<file path="src/rtl/sram_port_ctrl_pkg.sv">
// Shared types and default sizes for the SRAM port controller.
// Imported by the controller top and its response FIFO.
package sram_port_ctrl_pkg;

  localparam int DEPTH_DEF      = 4096;
  localparam int ADDR_W_DEF     = 12;
  localparam int DATA_W_DEF     = 64;
  localparam int RESP_DEPTH_DEF = 3;

  typedef enum logic [1:0] {
    BOOT = 2'd0,
    INIT = 2'd1,
    RUN  = 2'd2
  } state_e;

  // Count width able to hold 0..n inclusive.
  function automatic int cnt_width(input int n);
    return $clog2(n + 1);
  endfunction

endpackage

</file>
<file path="src/rtl/sram_resp_fifo.sv">
// Small synchronous FIFO buffering SRAM read data for the consumer.
// Head entry is presented combinationally; count reports occupancy.
module sram_resp_fifo
  import sram_port_ctrl_pkg::*;
#(
  parameter int DATA_W = DATA_W_DEF,
  parameter int DEPTH  = RESP_DEPTH_DEF,
  parameter int CNT_W  = cnt_width(RESP_DEPTH_DEF)
) (
  input  logic              clk,
  input  logic              rst_n,
  input  logic              push,
  input  logic [DATA_W-1:0] push_data,
  input  logic              pop,
  output logic [DATA_W-1:0] head_data,
  output logic [CNT_W-1:0]  count
);

  localparam int PTR_W = (DEPTH > 1) ? $clog2(DEPTH) : 1;
  localparam logic [PTR_W-1:0] LAST = PTR_W'(DEPTH - 1);
  localparam logic [CNT_W-1:0] FULL = CNT_W'(DEPTH);

  logic [DATA_W-1:0] mem_q [DEPTH];
  logic [DATA_W-1:0] mem_d [DEPTH];
  logic [PTR_W-1:0]  wr_ptr_q, wr_ptr_d;
  logic [PTR_W-1:0]  rd_ptr_q, rd_ptr_d;
  logic [CNT_W-1:0]  count_q, count_d;
  logic              do_push;
  logic              do_pop;

  function automatic logic [PTR_W-1:0] ptr_inc(
    input logic [PTR_W-1:0] p
  );
    return (p == LAST) ? '0 : p + PTR_W'(1);
  endfunction

  // Next-state for storage, pointers and occupancy.
  always_comb begin
    mem_d    = mem_q;
    wr_ptr_d = wr_ptr_q;
    rd_ptr_d = rd_ptr_q;
    count_d  = count_q;
    do_pop   = pop && (count_q != '0);
    do_push  = push && ((count_q != FULL) || do_pop);
    if (do_push) begin
      mem_d[wr_ptr_q] = push_data;
      wr_ptr_d        = ptr_inc(wr_ptr_q);
    end
    if (do_pop) begin
      rd_ptr_d = ptr_inc(rd_ptr_q);
    end
    unique case ({do_push, do_pop})
      2'b10:   count_d = count_q + CNT_W'(1);
      2'b01:   count_d = count_q - CNT_W'(1);
      default: count_d = count_q;
    endcase
  end

  // FIFO state registers; reset empties the queue.
  always_ff @(posedge clk or negedge rst_n) begin
    if (!rst_n) begin
      for (int i = 0; i < DEPTH; i++) begin
        mem_q[i] <= '0;
      end
      wr_ptr_q <= '0;
      rd_ptr_q <= '0;
      count_q  <= '0;
    end else begin
      mem_q    <= mem_d;
      wr_ptr_q <= wr_ptr_d;
      rd_ptr_q <= rd_ptr_d;
      count_q  <= count_d;
    end
  end

  assign head_data = mem_q[rd_ptr_q];
  assign count     = count_q;

endmodule

</file>
<file path="src/rtl/sram_port_ctrl.sv">
// Front-end for a single-port RW SRAM: clear sweep, read/write
// arbitration and a credit-managed read response queue.
module sram_port_ctrl
  import sram_port_ctrl_pkg::*;
#(
  parameter int DEPTH      = DEPTH_DEF,
  parameter int ADDR_W     = ADDR_W_DEF,
  parameter int DATA_W     = DATA_W_DEF,
  parameter int RESP_DEPTH = RESP_DEPTH_DEF
) (
  input  logic              clock,
  input  logic              reset_n,
  input  logic              wr_valid,
  output logic              wr_ready,
  input  logic [ADDR_W-1:0] wr_addr,
  input  logic [DATA_W-1:0] wr_data,
  input  logic              rd_valid,
  output logic              rd_ready,
  input  logic [ADDR_W-1:0] rd_addr,
  output logic              resp_valid,
  input  logic              resp_ready,
  output logic [DATA_W-1:0] resp_data,
  output logic              init_done,
  output logic              sram_en,
  output logic              sram_wmode,
  output logic [ADDR_W-1:0] sram_addr,
  output logic [DATA_W-1:0] sram_wdata,
  input  logic [DATA_W-1:0] sram_rdata
);

  localparam int CNT_W = cnt_width(RESP_DEPTH);
  localparam logic [ADDR_W-1:0] LAST_ADDR = ADDR_W'(DEPTH - 1);
  localparam logic [CNT_W:0] CREDITS = (CNT_W + 1)'(RESP_DEPTH);

  state_e            state_q, state_d;
  logic [ADDR_W-1:0] clr_cnt_q, clr_cnt_d;
  logic              inflight_q, inflight_d;
  logic              rr_q, rr_d;

  logic [CNT_W-1:0]  count;
  logic [CNT_W:0]    used;
  logic              rd_ok;
  logic              rd_go;
  logic              conflict;
  logic              grant_wr;
  logic              grant_rd;
  logic              fire_wr;
  logic              fire_rd;
  logic              pop;

  // Credit check from registered terms only.
  always_comb begin
    used  = {1'b0, count} + (CNT_W + 1)'(inflight_q);
    rd_ok = used < CREDITS;
  end

  // FSM next-state, clear sweep and arbitration.
  always_comb begin
    state_d   = state_q;
    clr_cnt_d = clr_cnt_q;
    init_done = 1'b0;
    conflict  = 1'b0;
    grant_wr  = 1'b0;
    grant_rd  = 1'b0;
    rd_go     = rd_valid && rd_ok;
    unique case (state_q)
      BOOT: begin
        state_d = INIT;
      end
      INIT: begin
        clr_cnt_d = clr_cnt_q + ADDR_W'(1);
        if (clr_cnt_q == LAST_ADDR) begin
          state_d = RUN;
        end
      end
      RUN: begin
        init_done = 1'b1;
        unique case (1'b1)
          (wr_valid && rd_go): begin
            conflict = 1'b1;
            grant_wr = !rr_q;
            grant_rd = rr_q;
          end
          (wr_valid && !rd_go): grant_wr = 1'b1;
          (!wr_valid && rd_go): grant_rd = 1'b1;
          default: ;
        endcase
      end
      default: state_d = BOOT;
    endcase
  end

  // Handshakes and next values for the round-robin and inflight flags.
  always_comb begin
    wr_ready   = grant_wr;
    rd_ready   = grant_rd;
    fire_wr    = wr_valid && wr_ready;
    fire_rd    = rd_valid && rd_ready;
    rr_d       = conflict ? !rr_q : rr_q;
    inflight_d = fire_rd;
    pop        = resp_valid && resp_ready;
  end

  // Macro pin drive: sweep writes zeros, otherwise the granted request.
  always_comb begin
    sram_en    = 1'b0;
    sram_wmode = 1'b0;
    sram_addr  = '0;
    sram_wdata = '0;
    if (state_q == INIT) begin
      sram_en    = 1'b1;
      sram_wmode = 1'b1;
      sram_addr  = clr_cnt_q;
    end else begin
      sram_en    = fire_wr || fire_rd;
      sram_wmode = fire_wr;
      if (fire_wr) begin
        sram_addr  = wr_addr;
        sram_wdata = wr_data;
      end else if (fire_rd) begin
        sram_addr  = rd_addr;
      end
    end
  end

  // Control state registers.
  always_ff @(posedge clock or negedge reset_n) begin
    if (!reset_n) begin
      state_q    <= BOOT;
      clr_cnt_q  <= '0;
      inflight_q <= 1'b0;
      rr_q       <= 1'b0;
    end else begin
      state_q    <= state_d;
      clr_cnt_q  <= clr_cnt_d;
      inflight_q <= inflight_d;
      rr_q       <= rr_d;
    end
  end

  sram_resp_fifo #(
    .DATA_W (DATA_W),
    .DEPTH  (RESP_DEPTH),
    .CNT_W  (CNT_W)
  ) u_resp_fifo (
    .clk       (clock),
    .rst_n     (reset_n),
    .push      (inflight_q),
    .push_data (sram_rdata),
    .pop       (pop),
    .head_data (resp_data),
    .count     (count)
  );

  assign resp_valid = (count != '0);

endmodule

</file>
<file path="config.mk">
export PLATFORM = sky130hd
export DESIGN_NAME = sram_port_ctrl
export DESIGN_NICKNAME = d
export VERILOG_FILES = /design/src/rtl/sram_port_ctrl_pkg.sv /design/src/rtl/sram_resp_fifo.sv /design/src/rtl/sram_port_ctrl.sv
export SDC_FILE = /design/constraint.sdc
export NUM_CORES = 1
export LEC_CHECK = 0
export BUFFER_PORTS_ARGS = -buffer_cell sky130_fd_sc_hd__buf_2
export CAP_MARGIN = 25
export CORE_MARGIN = 10
export CORE_UTILIZATION = 45
export DETAILED_ROUTE_END_ITERATION = 8
export MAX_ROUTING_LAYER = met4
export PLACE_DENSITY = 0.71
export SYNTH_ARGS = -nofsm -noshare
export SYNTH_HDL_FRONTEND = slang
export SYNTH_SLANG_ARGS = --single-unit
</file>
<file path="constraint.sdc">
create_clock -name clock -period 2.2 [get_ports clock]
set_input_delay 0.22 -clock clock [delete_from_list [all_inputs] [get_ports clock]]
set_output_delay 0.22 -clock clock [all_outputs]
set_load 0.005 [all_outputs]
</file>
* Word level (Yosys, flattened, before mapping)
Index checks and enable logic that the tools add are counted.
Widths: inputs -> output; s select.
** Operators by class
- Muxes and demuxes :: 25
- Bitwise logic cells :: 3
- Eq/ne operators :: 9
- $lt $le $gt $ge :: 4
- $add $sub $neg :: 6
- Reduce and logical (&&, ||, !) cells :: 19
** Operators with widths (number)
- $mux 64 :: 5
- $bwmux 192 :: 1
- $bmux 64 s2 :: 1
- $demux 64 s2 :: 1
- $mux 12 :: 3
- $add 12x1->12 const B :: 1
- $eq 12x12->1 const B :: 1
- $logic_and 1x1->1 :: 10
- $eq 2x2->1 const B :: 4
- $mux 1 :: 7
- $add 2x1->2 const B :: 3
- $ge 3x3->1 const B :: 2
- $mux 2 :: 3
- $not 2->3 :: 2
- $pmux 2 s3 :: 1
- $eq 2x1->1 const B :: 2
- $ne 2x2->1 const B :: 2
- $pmux 1 s2 :: 2
- $pmux 2 s2 :: 1
- $reduce_bool 2->1 :: 2
- $add 2x1->3 :: 1
- $logic_not 1->1 :: 3
- $lt 3x1->1 const B :: 1
- $lt 3x2->1 const B :: 1
- 5 further kinds :: 6
** Storage, ports and cells
- Flip-flop bits (word level) :: 214
- Output and inout port bits :: 146

* Logic depth before layout (Yosys ltp)
- Word-level depth :: 10
- Gate-level depth with buffers :: 8
- Depth with buffers taken out :: 7

* By module
A second synthesis with hierarchy kept.
** Unflattened totals
- Cells, all modules :: 815
- Area, all modules :: 10757.8 um2
** By module, submodules not included
- sram_resp_fifo :: cells each 644, times used 1, sequential area each 4954.8 um2, area each 9282.7 um2
- sram_port_ctrl :: cells each 171, times used 1, sequential area each 400.4 um2, area each 1475.2 um2

* Worst setup path after synthesis
OpenSTA, ideal clock, no wires.
- Path kind :: flip-flop to output port
- Start point :: register u_resp_fifo.count_q[0], in the netlist u_resp_fifo.count[0]
- End point :: output port sram_wdata[44]
- Stages on the path, launching flop included :: 9
- Data arrival time :: 1.796 ns
- Data required time :: 1.980 ns
- Setup slack :: 0.184 ns
- Cell sequence :: dfrtp_1 -> ha_1 -> ha_1 -> nand2_1 -> and2_1 -> a21oi_2 -> buf_4 -> clkbuf_2 -> and2_1
** On the way
- Cells in the longest elaborated chain, start to end :: 10
** Ends and longest elaborated chain
- from (decl) :: RTL line sram_resp_fifo.sv:27 : logic [CNT_W-1:0] count_q, count_d;
- from (signal assigned) :: RTL line sram_resp_fifo.sv:72 : count_q <= count_d;
- $add 2x1->3 * :: RTL line sram_port_ctrl.sv:53 : used = {1'b0, count} + (CNT_W + 1)'(inflight_q);
- $lt 3x2->1 * :: RTL line sram_port_ctrl.sv:54 : rd_ok = used < CREDITS;
- $logic_and 1x1->1 * :: RTL line sram_port_ctrl.sv:65 : rd_go = rd_valid && rd_ok;
- $logic_not 1->1 :: RTL line sram_port_ctrl.sv:84 : (wr_valid && !rd_go): grant_wr = 1'b1;
- $logic_and 1x1->1 :: RTL line sram_port_ctrl.sv:84
- $pmux 1 s2 * :: RTL line sram_port_ctrl.sv:78 : unique case (1'b1)
- $mux 1 * :: RTL line sram_port_ctrl.sv:66 : unique case (state_q)
- $logic_and 1x1->1 * :: RTL line sram_port_ctrl.sv:97 : fire_wr = wr_valid && wr_ready;
- $mux 64 * :: RTL line sram_port_ctrl.sv:117 : if (fire_wr) begin
- $mux 64 * :: RTL line sram_port_ctrl.sv:110 : if (state_q == INIT) begin
- to (decl) :: RTL line sram_port_ctrl.sv:27 : output logic [DATA_W-1:0] sram_wdata,
Mark *: on every way between the ends. The rest lies on a longest branch, timed or not.

* Worst setup path in the final report
- Start point :: register inflight_q
- End point :: output port sram_wdata[33]
** On the way
- Cells in the longest elaborated chain, start to end :: 10
** Ends and longest elaborated chain
- from (decl) :: RTL line sram_port_ctrl.sv:37 : logic inflight_q, inflight_d;
- from (signal assigned) :: RTL line sram_port_ctrl.sv:136 : inflight_q <= inflight_d;
- $add 2x1->3 * :: RTL line sram_port_ctrl.sv:53
- $lt 3x2->1 * :: RTL line sram_port_ctrl.sv:54
- $logic_and 1x1->1 * :: RTL line sram_port_ctrl.sv:65
- $logic_not 1->1 :: RTL line sram_port_ctrl.sv:84
- $logic_and 1x1->1 :: RTL line sram_port_ctrl.sv:84
- $pmux 1 s2 * :: RTL line sram_port_ctrl.sv:78
- $mux 1 * :: RTL line sram_port_ctrl.sv:66
- $logic_and 1x1->1 * :: RTL line sram_port_ctrl.sv:97
- $mux 64 * :: RTL line sram_port_ctrl.sv:117
- $mux 64 * :: RTL line sram_port_ctrl.sv:110
Marked as above.

==> results by group <==
Outcome
  – Outcome: finished with violations
  – Failing checks: negative setup slack

Place
  – Port bufs: 302
  – GP Congestion: 0.871
  – DP HPWL: 20.0 mm

Drt
  – DR iter-0 viols: 511
  – DRT Pass-1 Iters: 4
  – Routed len/inst: 20.4 microns
  – Via/cell ratio: 5.12
  – Vias post-DR: 7805
  – # DRC: 0
  – Number of routed nets with antenna violations: 0
  – Final wirelength: 31.0 mm

Synth
  – Leading area contributor after synthesis: dfrtp_1
  – Ys flop type: dfrtp_1
  – Synth Cell Area: 0.0106 sq mm
  – Area contributors post-synth: dfrtp_1, mux2_4, mux2_2, mux2i_1, and2_1
  – Number of synthesized flops with an enable pin: 0
  – Syn nets: around 1000
  – Commonest cells in the netlist: dfrtp_1, mux2_4, mux2_2
  – Seq/Total Area, Yosys: about half
  – FFs w/ async S/R, synth: 100%
  – Avg Inst Size Synth: 13.1 sq um
  – Post-synthesis cell type count: 38
  – Syn Inst Count: ~800
  – Post-synth top area share: 50.4%
  – Yosys reg bits: 214
  – Ys Warns: 0
  – Most frequent cell after synthesis: dfrtp_1

Setup path
  – CP Capture Type: primary output
  – Delay-heaviest family, CP: adder cells
  – Crit Path Max Fanout: 15
  – Arr. time, crit path: 2360 ps
  – WP buf/inv: 3
  – Crit-path cells: ha_2 -> ha_4 -> nand2_2 -> and2_4 -> a21oi_4 -> buf_12 -> buf_6 -> and2_1 -> buf_2
  – Crit-path max cell delay: 380 ps
  – CP startpoint kind: register
  – Crit path kind: reg2out
  – Critical-path top delay cell: dfrtp_1
  – WP data required: 1980 ps

Layout
  – FF+latch area: 0.00536 sq mm
  – Area grow syn2layout: 35.5%
  – Filler cells: 1828
  – Share of layout cells above drive strength 1: 51.1%
  – Area of the multi-input gates: 0.00497 sq mm
  – Final #Nets: 1348

Timing
  – Slew margin rel.: 67.2%
  – RSZ-0062 raised after global routing: yes
  – Worst Skew: 7.40 ps
  – Worst Max-Slew Pin Slew: 491 ps
  – Tcrit/Tclk final: 117%
  – Hold WS: between 100 and 150 ps
  – Final hold vios: 0
  – Finish-stage setup viols: 79
  – Final worst slack: -377 ps
  – Slew Viols, Final: 0
  – Fmax: 388 MHz
  – Min Tclk post-route: between 2000 and 3000 ps

Floorplan
  – Die area: ~0.030 sq mm
  – Num rows: 56
  – IO Pins: 303
  – Chip width: around 170 microns
  – Initial Utilization: 45.6%
  – Die height: 174 microns
  – Placeable Area: around 0.023 sq mm

Clock network
  – TritonCTS Buffers: 24
  – Root Buffer: clkbuf_16
  – CTS sink cnt: 214
  – CTS tree: done
  – Clk buf depth: 3
  – Worst skew pair latency: roughly 510 ps
  – Clk pin slew, worst setup/hold paths: about 60 ps
  – H-Tree Depth: 1

Flow run
  – Max-cap violation count: 0

Global route
  – Met3 Use GR: 3.33%
  – Tot GR Track Use: 20.2%
  – M1 GR Usage: a little over a quarter
  – Largest net degree at the start of global routing: 59
  – First-pass GRT wire length: 48.6 mm
  – Number of global-route vias before repair: 8490
  – Antenna violations before repair: 0
  – GRT Residual Overflow: 0
  – Global routing usage on met2: 32.9%
  – Gr busiest metal: met2

Power and ir drop
  – Power Dens Cells: around 570 mW/mm^2
  – Worst vdd ir: between 600 and 700 uV
  – Total Power: a little over 8 mW
  – Leak: 7.70 nW

Worst hold path
  – Worst hold path type: in2reg
final timing paths:
kind                                      start                 endpoint  slack (ps)  cells after the start
max reg2reg                u_resp_fifo.count[0]    u_resp_fifo.mem_q[31]         280                      6
max                                  inflight_q           sram_wdata[33]        -380                      9
min in group asynchronous               reset_n   u_resp_fifo.mem_q[122]         250                      2
min                                  resp_ready  u_resp_fifo.wr_ptr_q[0]         100                      4
min reg2reg                          state_q[1]               state_q[0]         480                      1
max in group asynchronous               reset_n   u_resp_fifo.mem_q[163]        1240                      3
logic make-up after synthesis:
group	Yosys count	synth area share [%]
AOI/OAI and AO/OA	93	5.34
xor gates and xnor gates	15	1.24
adders and majority gates	4	0.471
buffers and inverters	57	4.04
DFF	214	50.4
muxes	258	30.4
and+or+nand+nor	169	8.10
cells in the final DEF, fill, tap and decap left out, types with 2 or more instances in the layout:
cell type	synthesis	routed
nor3_1	2	2
mux2_2	85	85
nor2_1	3	3
dfrtp_1	214	212
buf_4	2	14
mux2i_1	64	64
clkbuf_8	0	8
and3_1	2	2
xnor2_1	11	11
buf_6	12	30
clkbuf_16	0	25
nand2_2	1	2
buf_2	15	275
or3b_4	0	2
nor2b_1	4	2
a22o_1	10	10
clkbuf_1	18	6
mux2_4	109	109
o21ai_0	64	63
a221o_1	2	2
inv_1	2	2
nand2_1	77	76
ha_1	4	2
xor2_1	4	4
and2_1	66	39
o2111a_2	0	2
nand3_1	3	3
buf_16	0	2
dlygate4sd3_1	0	66
a21o_1	11	11
clkinv_2	0	6
nand4_1	3	3
buf_12	6	16
and2_4	0	27
registers in the layout, summed over array words and instances (netlist names):
name                  cells
u_resp_fifo.rd_ptr_q      2
state_q                   2
u_resp_fifo.wr_ptr_q      2
rr_q                      1
inflight_q                1
u_resp_fifo.mem_q       192
clr_cnt_q                12
u_resp_fifo.count         2
per-stage QoR:
stage                     setup slack [ps]  cell area (sq um)  setup TNS, ps  cells  utilization, %
final                                 -377              14400         -26120   1525            61.7
after CTS                             -398              14400         -26530   1525            61.7
after global routing                  -466              14400         -32500   1524            61.7
after detailed placement               101              12500              0   1400            53.6
after global placement                 133              12500              0   1400            53.6
after floorplan                        184              10600              0    810               -
area by class of cell:
type,count,area share [%]
Sequential cell,214,37.2
Tap cell,319,2.77
Clock inverter,6,0.209
Timing Repair Buffer,405,20.0
Inverter,2,0.0521
Clock buffer,38,5.17
Antenna cell,1,0.0174
Multi-Input combinational cell,540,34.5
report_power, final:
| group | switching [mW] | total (mW) | internal [mW] |
|---|---|---|---|
| sequential | 0 | 3.94 | 3.94 |
| combinational | 0.189 | 0.387 | 0.198 |
| clock | 1.57 | 3.88 | 2.31 |
| total | 1.76 | 8.20 | 6.44 |
worst min-delay path, cell delays in order:
cell,delay (ps)
buf_2,120
o21ai_2,110
nand2_1,80
nand2_1,40
metal layers:
| metal | part of all wire [%] | up-vias |
|---|---|---|
| li1 | - | 3579 |
| met1 | 45 | 3978 |
| met2 | 49 | 208 |
| met3 | 4.7 | 40 |
| met4 | 1.6 | 0 |
| met5 | 0 | - |
repair_timing:
item | 4_1_cts | 5_1_grt
cloned | 4 | 1
resized for setup | 58 | 13
hold buffers | 66 | 0
setup buffers | 12 | 0
hold endpoints to repair | 245 | 0
setup endpoints to repair | 103 | 80
pin swaps | 34 | 4
(Power assumes the default switching activity.)
